===== config.mk =====
export PLATFORM = sky130hd
export DESIGN_NAME = bsg_gateway_cmd_arbiter
export DESIGN_NICKNAME = d
export VERILOG_FILES = /design/src/rtl/bsg_gateway_cmd_arbiter.sv
export SDC_FILE = /design/constraint.sdc
export NUM_CORES = 1
export LEC_CHECK = 0
export ABC_AREA = 1
export CELL_PAD_IN_SITES_DETAIL_PLACEMENT = 0
export CELL_PAD_IN_SITES_GLOBAL_PLACEMENT = 2
export CORE_UTILIZATION = 25
export CTS_CLUSTER_SIZE = 24
export DETAILED_ROUTE_END_ITERATION = 8
export PLACE_DENSITY = 0.84
export SLEW_MARGIN = 20
export SYNTH_ARGS = -nofsm -noshare
export SYNTH_HDL_FRONTEND = slang
export SYNTH_SLANG_ARGS = --single-unit

===== constraint.sdc =====
create_clock -name clk_i -period 2.3 [get_ports clk_i]
set_clock_uncertainty 0.1 [all_clocks]
set_input_delay 0.46 -clock clk_i [delete_from_list [all_inputs] [get_ports clk_i]]
set_output_delay 0.46 -clock clk_i [all_outputs]
set_load 0.05 [all_outputs]

===== src/rtl/bsg_gateway_cmd_arbiter.sv =====
// -----------------------------------------------------------------------------
// bsg_gateway_cmd_arbiter
//
// Shares one memory-side command/response channel between two BlackParrot
// requesters. Port 0 is mem_cmd/mem_resp, port 1 is io_cmd/io_resp.
// Commands are round-robin arbitrated into a registered output slot. The
// source of every accepted command is pushed into an in-order tag FIFO, so
// responses (which return strictly in command order) can be steered back to
// the requester that issued them. A credit counter bounds the number of
// accepted-but-unresponded commands to max_outstanding_p.
//
// Ports
//   clk_i, reset_i                      clock, synchronous active-high reset
//   mem_cmd_i/_v_i/_ready_o             port 0 command (valid/ready)
//   mem_resp_o/_v_o/_yumi_i             port 0 response (valid/yumi)
//   io_cmd_i/_v_i/_ready_o              port 1 command (valid/ready)
//   io_resp_o/_v_o/_yumi_i              port 1 response (valid/yumi)
//   shared_cmd_o/_v_o/_ready_i          registered arbitrated command
//   shared_resp_i/_v_i/_yumi_o          downstream response
//   outstanding_o                       current credit usage
//   error_o                             sticky: response seen with no tag
// -----------------------------------------------------------------------------
module bsg_gateway_cmd_arbiter #(
    parameter int msg_width_p       = 1,
    parameter int max_outstanding_p = 4
) (
    input  logic                                       clk_i,
    input  logic                                       reset_i,

    input  logic [msg_width_p-1:0]                     mem_cmd_i,
    input  logic                                       mem_cmd_v_i,
    output logic                                       mem_cmd_ready_o,
    output logic [msg_width_p-1:0]                     mem_resp_o,
    output logic                                       mem_resp_v_o,
    input  logic                                       mem_resp_yumi_i,

    input  logic [msg_width_p-1:0]                     io_cmd_i,
    input  logic                                       io_cmd_v_i,
    output logic                                       io_cmd_ready_o,
    output logic [msg_width_p-1:0]                     io_resp_o,
    output logic                                       io_resp_v_o,
    input  logic                                       io_resp_yumi_i,

    output logic [msg_width_p-1:0]                     shared_cmd_o,
    output logic                                       shared_cmd_v_o,
    input  logic                                       shared_cmd_ready_i,
    input  logic [msg_width_p-1:0]                     shared_resp_i,
    input  logic                                       shared_resp_v_i,
    output logic                                       shared_resp_yumi_o,

    output logic [$clog2(max_outstanding_p+1)-1:0]     outstanding_o,
    output logic                                       error_o
);

    localparam int CNT_W = $clog2(max_outstanding_p + 1);
    localparam int PTR_W = (max_outstanding_p > 1) ? $clog2(max_outstanding_p) : 1;
    localparam logic [CNT_W-1:0] MAX_CNT  = CNT_W'(max_outstanding_p);
    localparam logic [PTR_W-1:0] LAST_PTR = PTR_W'(max_outstanding_p - 1);

    // Circular pointer advance; depth need not be a power of two.
    function automatic logic [PTR_W-1:0] next_ptr(input logic [PTR_W-1:0] ptr);
        if (ptr == LAST_PTR) begin
            next_ptr = '0;
        end else begin
            next_ptr = ptr + PTR_W'(1);
        end
    endfunction

    // State
    logic                       r_cmd_v;
    logic [msg_width_p-1:0]     r_cmd;
    logic                       r_last_grant;   // 1 after reset so port 0 wins the first tie
    logic [max_outstanding_p-1:0] r_tags;       // source id per in-flight command
    logic [PTR_W-1:0]           r_wr_ptr;
    logic [PTR_W-1:0]           r_rd_ptr;
    logic [CNT_W-1:0]           r_outstanding;  // doubles as the tag FIFO occupancy
    logic                       r_error;

    // Combinational
    logic                       w_slot_free;
    logic                       w_credit_ok;
    logic                       w_grant0;
    logic                       w_grant1;
    logic                       w_fire;
    logic [msg_width_p-1:0]     w_sel_cmd;
    logic                       w_fifo_empty;
    logic                       w_head;
    logic                       w_route;
    logic                       w_sel_yumi;
    logic                       w_pop;
    logic                       w_drop;

    // Arbitration: a lone requester always wins; on a tie the port that did
    // not win last time gets the grant.
    assign w_slot_free = ~r_cmd_v | shared_cmd_ready_i;
    assign w_credit_ok = (r_outstanding < MAX_CNT);
    assign w_grant0    = mem_cmd_v_i & (~io_cmd_v_i | r_last_grant);
    assign w_grant1    = io_cmd_v_i  & (~mem_cmd_v_i | ~r_last_grant);

    assign mem_cmd_ready_o = w_grant0 & w_slot_free & w_credit_ok;
    assign io_cmd_ready_o  = w_grant1 & w_slot_free & w_credit_ok;
    assign w_fire          = mem_cmd_ready_o | io_cmd_ready_o;
    assign w_sel_cmd       = io_cmd_ready_o ? io_cmd_i : mem_cmd_i;

    // Response steering by the FIFO head tag; with no tag the response is
    // swallowed and flagged instead of being delivered anywhere.
    assign w_fifo_empty = (r_outstanding == '0);
    assign w_head       = r_tags[r_rd_ptr];
    assign w_route      = shared_resp_v_i & ~w_fifo_empty;
    assign w_sel_yumi   = w_head ? io_resp_yumi_i : mem_resp_yumi_i;
    assign w_pop        = w_route & w_sel_yumi;
    assign w_drop       = shared_resp_v_i & w_fifo_empty;

    assign mem_resp_o         = shared_resp_i;
    assign io_resp_o          = shared_resp_i;
    assign mem_resp_v_o       = w_route & ~w_head;
    assign io_resp_v_o        = w_route & w_head;
    assign shared_resp_yumi_o = w_drop | w_pop;

    assign shared_cmd_o   = r_cmd;
    assign shared_cmd_v_o = r_cmd_v;
    assign outstanding_o  = r_outstanding;
    assign error_o        = r_error;

    // Output slot: load on accept, empty once downstream takes it, else hold.
    always_ff @(posedge clk_i) begin
        if (reset_i) begin
            r_cmd_v      <= 1'b0;
            r_cmd        <= '0;
            r_last_grant <= 1'b1;
        end else if (w_fire) begin
            r_cmd_v      <= 1'b1;
            r_cmd        <= w_sel_cmd;
            r_last_grant <= io_cmd_ready_o;
        end else if (shared_cmd_ready_i) begin
            r_cmd_v      <= 1'b0;
        end else begin
            r_cmd_v      <= r_cmd_v;
        end
    end

    // Tag FIFO and credit count; push and pop may happen in the same cycle.
    always_ff @(posedge clk_i) begin
        if (reset_i) begin
            r_tags        <= '0;
            r_wr_ptr      <= '0;
            r_rd_ptr      <= '0;
            r_outstanding <= '0;
        end else begin
            if (w_fire) begin
                r_tags[r_wr_ptr] <= io_cmd_ready_o;
                r_wr_ptr         <= next_ptr(r_wr_ptr);
            end
            if (w_pop) begin
                r_rd_ptr <= next_ptr(r_rd_ptr);
            end
            case ({w_fire, w_pop})
                2'b10:   r_outstanding <= r_outstanding + CNT_W'(1);
                2'b01:   r_outstanding <= r_outstanding - CNT_W'(1);
                default: r_outstanding <= r_outstanding;
            endcase
        end
    end

    // Sticky error for a response that had no matching command.
    always_ff @(posedge clk_i) begin
        if (reset_i) begin
            r_error <= 1'b0;
        end else if (w_drop) begin
            r_error <= 1'b1;
        end else begin
            r_error <= r_error;
        end
    end

endmodule


==> results.yml <==
hold_path:
  min_path_type: "register to register"
clocking:
  cts_hold_buf: 0
  cts_tree: "yes"
  cts_buffers: 3
  htree_levels: 1
  clock_latency_ns: 0.27
  clkTransAtPathRegs_ns: 0.09
  clock-root-buffer: "clkbuf_4"
  clkSinkCount: 15
  clockBufferDepth: 2
  postCtsSetupBuffers: 0
logic_synthesis:
  synth.avg_cell_area_sq_um: 6.96
  seq_area_frac_synth_pct: 34.5
  synth_top_cell_by_area: "dfxtp_1"
  synthCells: 125
  yosysWarnings: 0
  yosys-top-cells-count: "nand2_1 (37), inv_1 (20), dfxtp_1 (15), a21oi_1 (11), nor2_1 (10)"
  ys_types: 18
  yosysMostFrequentCell: "nand2_1"
  synth.ff_latch_count: 15
  synth_top_flop_cell: "dfxtp_1"
  yosysTopAreaCellShare_pct: 34.5
  syn-cell-area_sq_um: 870
  synth_nets: 143
  synthArstFlopShare_pct: 0
  yosys-top-cells-area: "dfxtp_1 (35%), nand2_1 (16%), ha_1 (8.6%), inv_1 (8.6%), a21oi_1 (6.3%)"
  synth_edf_count: 0
pwr:
  finalPower_mw: 1.17
  power.density_nw_per_um2: 923
  leakagePower_nw: 0.591
  vdd_drop_max_v: 0.000421
drt:
  first_pass_iters: 4
  routed_via_density: 4.20
  wl_microns: 1920
  ant_nets: 0
  vias: 844
  dr.first_iter.drc_count: 34
  drc: 0
  wl_per_cell_microns: 9.57
floorplan:
  die_w_microns: 61.0
  core-area_sq_um: 3340
  ios: 24
  rows: 21
  fp.dieH_microns: 61.0
  die_area_sq_um: 3720
  initial_core_util_pct: 26.1
sta:
  final_max_slew_viol_count: 0
  post-route-period-util_pct: 96.2
  hold_viol_final: 0
  slew_headroom_pct: 66.8
  worst_slack_ns: 0.0881
  fin_hold_ws_ns: 0.357
  worst_pin_slew_ns: 0.496
  rsz0062_at_grt: "yes"
  setup_viol: 0
  period_minus_slack_ns: 2.21
  max_freq_ghz: 0.452
  final.setup.tns_ns: 0
place:
  gp_congestion: 0.752
  place_area_sq_um: 1230
  placed_cells: 197
  place_worst_setup_slack_ns: -0.328
  portBuffers: 20
  hpwl_microns: 1520
cells_and_area:
  final_cell_area_sq_um: 1270
  area_delta_synth_final_pct: 46.0
  fin_nets: 174
  n_antenna_cell: 0
  drive_above_1_share_pct: 21.3
  utilization_pct: 38.1
  fin_cells: 201
flow_run:
  cap_viol_max_count: 0
critical_path:
  arrival_ns: 2.28
  path_class: "input port to register"
  critPathLaunchType: "input port"
  slowest_delay_ns: 0.48
  crit_fanout: 3
  slowest_stage: "clkdlybuf4s50_1"
  path_cells: "clkdlybuf4s50_1 -> a21boi_4 -> nand3_2 -> nand2_2 -> ha_1 -> inv_1 -> fa_2 -> a21oi_1 -> o21ai_1 -> o21ai_1 -> a21oi_1"
  crit_required_ns: 2.37
  crit_path_end_kind: "register"
global_routing:
  antenna_found_initial: 0
  grt_max_degree: 9
  grt_usage_pct: 11.4
  grt_pass1_vias: 725
  globalRouteOverflowTotal: 0
  grt_pass1_wl_microns: 3100
run_status:
  status: "finished, final reports clean"
final cells by class:
class,count,area [sq um]
fill,367,2070
multi-input combinational,87,488
timing repair buffer,29,318
sequential,15,305
inverter,20,75.1
tap,46,57.6
clock buffer,4,26.3
power breakdown:
group | switching [mW] | internal [mW] | leakage, nW | total (mW)
sequential | 0.0372 | 0.313 | 0.125 | 0.350
clock | 0.0810 | 0.0671 | 0.0150 | 0.148
combinational | 0.397 | 0.278 | 0.451 | 0.675
cell families (layout without fill, tap and decap cells):
logic type	Yosys count	after routing	share of synthesized area (%)
compound gates	20	20	13.7
flops	15	15	34.5
fa+ha+maj	7	7	10.9
buf+inv	23	53	10.8
simple gates	60	60	30.1
routing by layer:
layer  GRT usage (%)  share of wire, %  wire length, microns
met1            16.0                48                   922
met2            17.4                45                   867
met3            2.56               6.4                   123
met4            2.92              0.52                    10
met5               0                 0                     0
placed cells by master (no fill, tap or decap), drive strengths merged:
master,Yosys,routed
dfxtp,15,15
fa,1,1
nand3,9,9
o21ai,6,6
nand2,39,39
nand4,1,1
a21boi,2,2
nor2,10,10
ha,6,6
o211ai,1,1
inv,20,20
clkdlybuf4s50,0,15
buf,2,14
clkbuf,1,4
or2,1,1
a21oi,11,11
state kept, by name, indices dropped and copies added, names as in the netlist:
signal	count
r_tags	4
outstanding_o	3
r_rd_ptr	2
r_wr_ptr	2
error_o	1
r_last_grant	1
shared_cmd_o	1
shared_cmd_v_o	1
final timing paths:
check | from | to | slack, ns | cells past startpoint
min reg2reg | error_o | error_o | 0.36 | 2
max | shared_resp_v_i | outstanding_o[2] | 0.09 | 11
max reg2reg | r_rd_ptr[0] | outstanding_o[2] | 0.19 | 13
min | error_o | error_o | 0.36 | 2
worst max-delay path: cells and delay by family:
family          cells  cell delay (ns)
buf+inv             2             0.54
simple gates        2             0.20
compound gates      5             0.61
fa+ha+maj           2             0.48
repair_timing:
| item | 4_1_cts | 5_1_grt |
|---|---|---|
| gates resized for setup | 2 | 5 |
| gates cloned | 0 | 0 |
| endpoints found under the setup margin | 1 | 3 |
| endpoints found under the hold margin | 0 | 0 |
| pin swaps | 0 | 1 |
(Power assumes the default switching activity.)
